`config.mk`:
```
export PLATFORM = sky130hd
export DESIGN_NAME = mem_ctrl
export DESIGN_NICKNAME = d
export VERILOG_FILES = /design/src/rtl/mem_ctrl.sv
export SDC_FILE = /design/constraint.sdc
export NUM_CORES = 1
export LEC_CHECK = 0
export ABC_AREA = 1
export CAP_MARGIN = 0
export CORE_UTILIZATION = 35
export DETAILED_ROUTE_END_ITERATION = 16
export DONT_BUFFER_PORTS = 1
export PLACE_DENSITY = 0.47
export SLEW_MARGIN = 5
export SYNTH_ARGS = -nofsm -noshare
export SYNTH_HDL_FRONTEND = slang
export SYNTH_SLANG_ARGS = --single-unit
```
`constraint.sdc`:
```
create_clock -name clock -period 2.05 [get_ports clock]
set_input_delay 0.1025 -clock clock [delete_from_list [all_inputs] [get_ports clock]]
set_output_delay 0.1025 -clock clock [all_outputs]
set_load 0.1 [all_outputs]
```
`src/rtl/mem_ctrl.sv`:
```
// Byte-serial memory controller arbitrating an instruction read port and a data read/write port onto a byte-wide RAM.
// Define MEMCTRL_DPRIO_EN to let the data port win simultaneous requests; otherwise the instruction port wins.
module mem_ctrl (
    input  logic        clock,
    input  logic        reset,
    input  logic        i_read,
    input  logic [31:0] i_addr,
    output logic        i_busy,
    output logic        i_ready,
    output logic [31:0] i_data,
    input  logic        d_read,
    input  logic        d_write,
    input  logic [31:0] d_addr,
    input  logic [31:0] d_wdata,
    input  logic [1:0]  d_len,
    output logic        d_busy,
    output logic        d_ready,
    output logic [31:0] d_rdata,
    output logic [31:0] mem_addr,
    output logic [7:0]  mem_dout,
    output logic        mem_wr,
    input  logic [7:0]  mem_din
);

    typedef enum logic [2:0] {IDLE, IREAD, DREAD, DWRITE, DONE} state_t;

    state_t      state, state_nx;
    logic [1:0]  cnt, cnt_nx;
    logic [1:0]  last, last_nx;
    logic        tail, tail_nx;
    logic        dport, dport_nx;
    logic [31:0] addr, addr_nx;
    logic [31:0] wdata, wdata_nx;
    logic        take_i, take_d;
    logic        reading;
    logic        rd_pend;
    logic [1:0]  rd_idx;
    logic [31:0] rd_buf, merged;
    logic        busy;

`ifdef MEMCTRL_DPRIO_EN
    assign take_d = d_read | d_write;
    assign take_i = i_read & ~take_d;
`else
    assign take_i = i_read;
    assign take_d = (d_read | d_write) & ~i_read;
`endif

    assign reading = (state == IREAD) || (state == DREAD);

    // tail marks the extra read cycle that captures the last byte after all addresses went out
    always_comb begin
        // NOTE: every variable gets a default before the case, so no path leaves one unassigned and no latch is inferred.
        state_nx = state;
        cnt_nx   = cnt;
        last_nx  = last;
        tail_nx  = tail;
        dport_nx = dport;
        addr_nx  = addr;
        wdata_nx = wdata;
        case (state)
            IDLE: begin
                cnt_nx  = 2'd0;
                tail_nx = 1'b0;
                if (take_i) begin
                    state_nx = IREAD;
                    dport_nx = 1'b0;
                    addr_nx  = i_addr;
                    last_nx  = 2'd3;
                end else if (take_d) begin
                    state_nx = d_write ? DWRITE : DREAD;
                    dport_nx = 1'b1;
                    addr_nx  = d_addr;
                    wdata_nx = d_wdata;
                    last_nx  = d_len[1] ? 2'd3 : {1'b0, d_len[0]};
                end
            end
            IREAD, DREAD: begin
                if (tail)             state_nx = DONE;
                else if (cnt == last) tail_nx  = 1'b1;
                else                  cnt_nx   = cnt + 2'd1;
            end
            DWRITE: begin
                if (cnt == last) state_nx = DONE;
                else             cnt_nx   = cnt + 2'd1;
            end
            DONE:    state_nx = IDLE;
            default: state_nx = IDLE;
        endcase
    end

    always_ff @(posedge clock or negedge reset) begin
        if (!reset) begin
            state <= IDLE;
            cnt   <= 2'd0;
            last  <= 2'd0;
            tail  <= 1'b0;
            dport <= 1'b0;
            addr  <= 32'd0;
            wdata <= 32'd0;
            busy  <= 1'b0;
        end else begin
            // NOTE: non-blocking assignments so every register samples pre-edge values regardless of statement order.
            state <= state_nx;
            cnt   <= cnt_nx;
            last  <= last_nx;
            tail  <= tail_nx;
            dport <= dport_nx;
            addr  <= addr_nx;
            wdata <= wdata_nx;
            busy  <= (state_nx != IDLE);
        end
    end

    // RAM data lags its address by one cycle, so the capture index trails the address counter
    always_comb begin
        merged = rd_buf;
        merged[{rd_idx, 3'b000} +: 8] = mem_din;
    end

    always_ff @(posedge clock or negedge reset) begin
        if (!reset) begin
            rd_pend <= 1'b0;
            rd_idx  <= 2'd0;
            rd_buf  <= 32'd0;
            i_data  <= 32'd0;
            d_rdata <= 32'd0;
        end else begin
            rd_pend <= reading && !tail;
            rd_idx  <= cnt;
            if (state == IDLE) rd_buf <= 32'd0;
            else if (rd_pend)  rd_buf <= merged;
            if (reading && tail) begin
                if (state == IREAD) i_data  <= merged;
                else                d_rdata <= merged;
            end
        end
    end

    assign i_busy  = busy;
    assign d_busy  = busy;
    assign i_ready = (state == DONE) && !dport;
    assign d_ready = (state == DONE) && dport;

    always_comb begin
        mem_addr = 32'd0;
        mem_dout = 8'd0;
        mem_wr   = 1'b0;
        case (state)
            IREAD, DREAD: begin
                if (!tail) mem_addr = addr + {30'd0, cnt};
            end
            DWRITE: begin
                mem_addr = addr + {30'd0, cnt};
                mem_dout = wdata[{cnt, 3'b000} +: 8];
                mem_wr   = 1'b1;
            end
            default: ;
        endcase
    end

endmodule

```
==> impl_metrics.py <==
metrics = {
    "run_status": {
        "violations": "negative hold slack, negative setup slack",
        "status": "finished, violations left",
    },
    "synthesis": {
        "synth_seq_cells": 173,
        "synth_area_sq_um": 8885,
        "synth_warnings": 0,
        "syn_nets": 1252,
        "seq_area_frac_synth_pct": 48.73,
        "yosysTopAreaCell": "dfrtp_1",
        "postSynthAreaPerCell_sq_um": 7.842,
        "synth.distinct_cells": 34,
        "ys_top_cells_by_area": "dfrtp_1 49%, nand2_1 12%, nor2_1 8.7%",
        "syn_inst": 1133,
        "synth_top_area_share_pct": 48.73,
    },
    "critical_path": {
        "r2r-end": "d_rdata[0]",
        "cpPeakStageDelay_ns": 0.41,
        "cpMostUsedCell": "nand2_2",
        "critPathBufInv": 2,
        "cp_max_fo": 6,
        "critPathKind": "register to primary output",
        "critPathLaunchType": "register",
        "worst-r2r-setup-slack_ns": 0.18,
        "crit_arrival_ns": 2.23,
        "reg2reg_depth": 7,
        "endpoint_kind": "primary output",
        "required_ns": 1.95,
        "r2r_start": "rd_idx[0]",
        "crit_chain": "ha_1 > nand3_1 > nand2_4 > nand2_2 > nor2_4 > buf_6 > nand2_2 > nand2_2 > nand2_4 > nor2_4 > buf_12",
        "slowest_stage": "dfrtp_1",
        "crit_family": "simple AND/OR/NAND/NOR gates",
    },
    "placement": {
        "place_hpwl_um": 18350,
        "port_buffers": 0,
        "dp.cells": 1539,
        "gp_congestion": 0.8393,
        "place_ws_ns": -0.04869,
    },
    "cts": {
        "cts_tree": "built",
        "cts_root_buffer": "clkbuf_16",
        "cts_max_level": 4,
        "numClockSinks": 173,
        "insertion_delay_ns": 0.43,
        "clkTransAtPathRegs_ns": 0.08,
        "cts_buffers": 17,
        "hold_buffers": 127,
        "cts_buffer_depth": 2,
    },
    "floorplanning": {
        "die_x_um": 161.3,
        "rows": 57,
        "ios": 220,
        "die_area_sq_um": 26030,
        "die_y_um": 161.3,
        "start_util_pct": 36.11,
        "core_sq_um": 24600,
    },
    "drt": {
        "routed_wl_um": 28600,
        "drt-initial-drc-count": 558,
        "drcViolationCount": 0,
        "vias_per_cell": 4.951,
        "via_count": 8536,
        "drtPass1Iterations": 4,
        "wl_per_cell_um": 16.59,
        "ant_nets": 0,
    },
    "finish": {
        "layout_commonest_cell": "nand2_1",
        "layout_common_cells": "243 x nand2_1, 166 x dfrtp_1, 150 x nor2_1",
        "areaGrowthSynthToFinish_pct": 54.53,
        "drive_gt1_share_pct": 27.93,
        "layoutNonFillerInstCount": 1724,
        "postLayoutCoreUtil_pct": 55.80,
        "n_antenna_cell": 0,
        "finalNetCount": 1506,
    },
    "timing": {
        "setup_viol": 33,
        "finClkSkew_ns": 0.01185,
        "tightest_slew_ns": 0.6946,
        "finalCritPeriodShare_pct": 113.6,
        "hold_viol": 173,
        "fin_hold_ws_ns": -0.6491,
        "slew_headroom_pct": 53.69,
        "rsz0062_at_grt": "true",
        "fin_crit_ns": 2.329,
        "maxSlewViolCount": 0,
        "worst_slack_ns": -0.2791,
        "setup_tns_ns": -6.314,
        "max_freq_mhz": 429.4,
    },
    "grt": {
        "grt_pass1_wl_um": 46460,
        "antenna_found_initial": 0,
        "grt.total_usage_pct": 22.70,
        "grt.overflow.total": 0,
        "grt_pass1_vias": 8769,
        "grt_max_degree": 174,
    },
    "worst_hold_path": {
        "min_path_type": "input pin to async pin",
    },
    "flow_run": {
        "cap_viol_max_count": 0,
    },
}
-- metal layers --
metal	share of wire (%)	GRT usage, %	wire, um
met3	4.6	3.878	1320
met2	49	39.26	14150
met5	0	0	0
met4	2.4	8.190	677
met1	44	28.39	12450
-- per-stage QoR --
stage	cell area, sq um	hold WS (ns)
final	13730	-0.6491
after detailed placement	11130	-0.1892
after CTS	13550	-0.6704
after global placement	11130	-0.1888
after floorplan	9419	-0.1931
after global routing	13730	-0.6720
-- cell type report --
class                   instances  area (sq um)
fillers                      2295         10880
multi-input cells             786          4707
flip-flops and latches        173          4338
repair buffers                289          3172
inverters                     118         479.2
clock buffers                  17         425.4
well taps                     324         405.4
clock inverters                15         185.2
repair inverters                2         17.52
-- worst max path at each step --
stage                     startpoint            to  slack (ns)  depth (start not counted)
after CTS                    addr[0]  mem_addr[28]       -0.34                         10
after global routing         addr[0]  mem_addr[26]       -0.40                         10
after global placement        cnt[0]  mem_addr[30]       0.009                         10
after floorplan             state[1]       d_ready       -0.79                          3
after detailed placement      cnt[0]  mem_addr[30]       -0.05                         10
final                         cnt[1]  mem_addr[29]       -0.28                         11
-- what timing repair did --
action                                  4_1_cts  5_1_grt
endpoints found under the setup margin       40       42
endpoints found under the hold margin       241      173
gates resized for setup                     114       30
pin swaps                                    35       12
buffers inserted                             17        7
gates cloned                                  2        1
-- flip-flops by register name, summed over array words and instances (netlist names), 3 cells and up --
name,cells
state,3
wdata,32
i_data,32
addr,32
rd_buf,32
d_rdata,32
-- kinds of logic after synthesis --
group | after synthesis | share of synthesized area [%]
xor+xnor | 6 | 0.5915
buf+inv | 174 | 8.534
flops | 173 | 48.73
simple gates | 571 | 26.12
fa+ha+maj | 8 | 1.211
compound gates | 201 | 14.81
-- synthesized netlist by cell type (all sizes together) --
master	instances
nand2	283
nor2	209
dfrtp	173
inv	118
a21oi	58
nand3	58
o22ai	57
o21ai	54
buf	44
a31oi	32
clkbuf	12
ha	7
nor3	6
nand4	5
nor3b	5
xnor2	4
or2	3
nand3b	2
xor2	2
fa	1
Power is left out: the tool's default activity adds up to more than one toggle a clock period on the data nets, which glitch-free logic cannot reach.
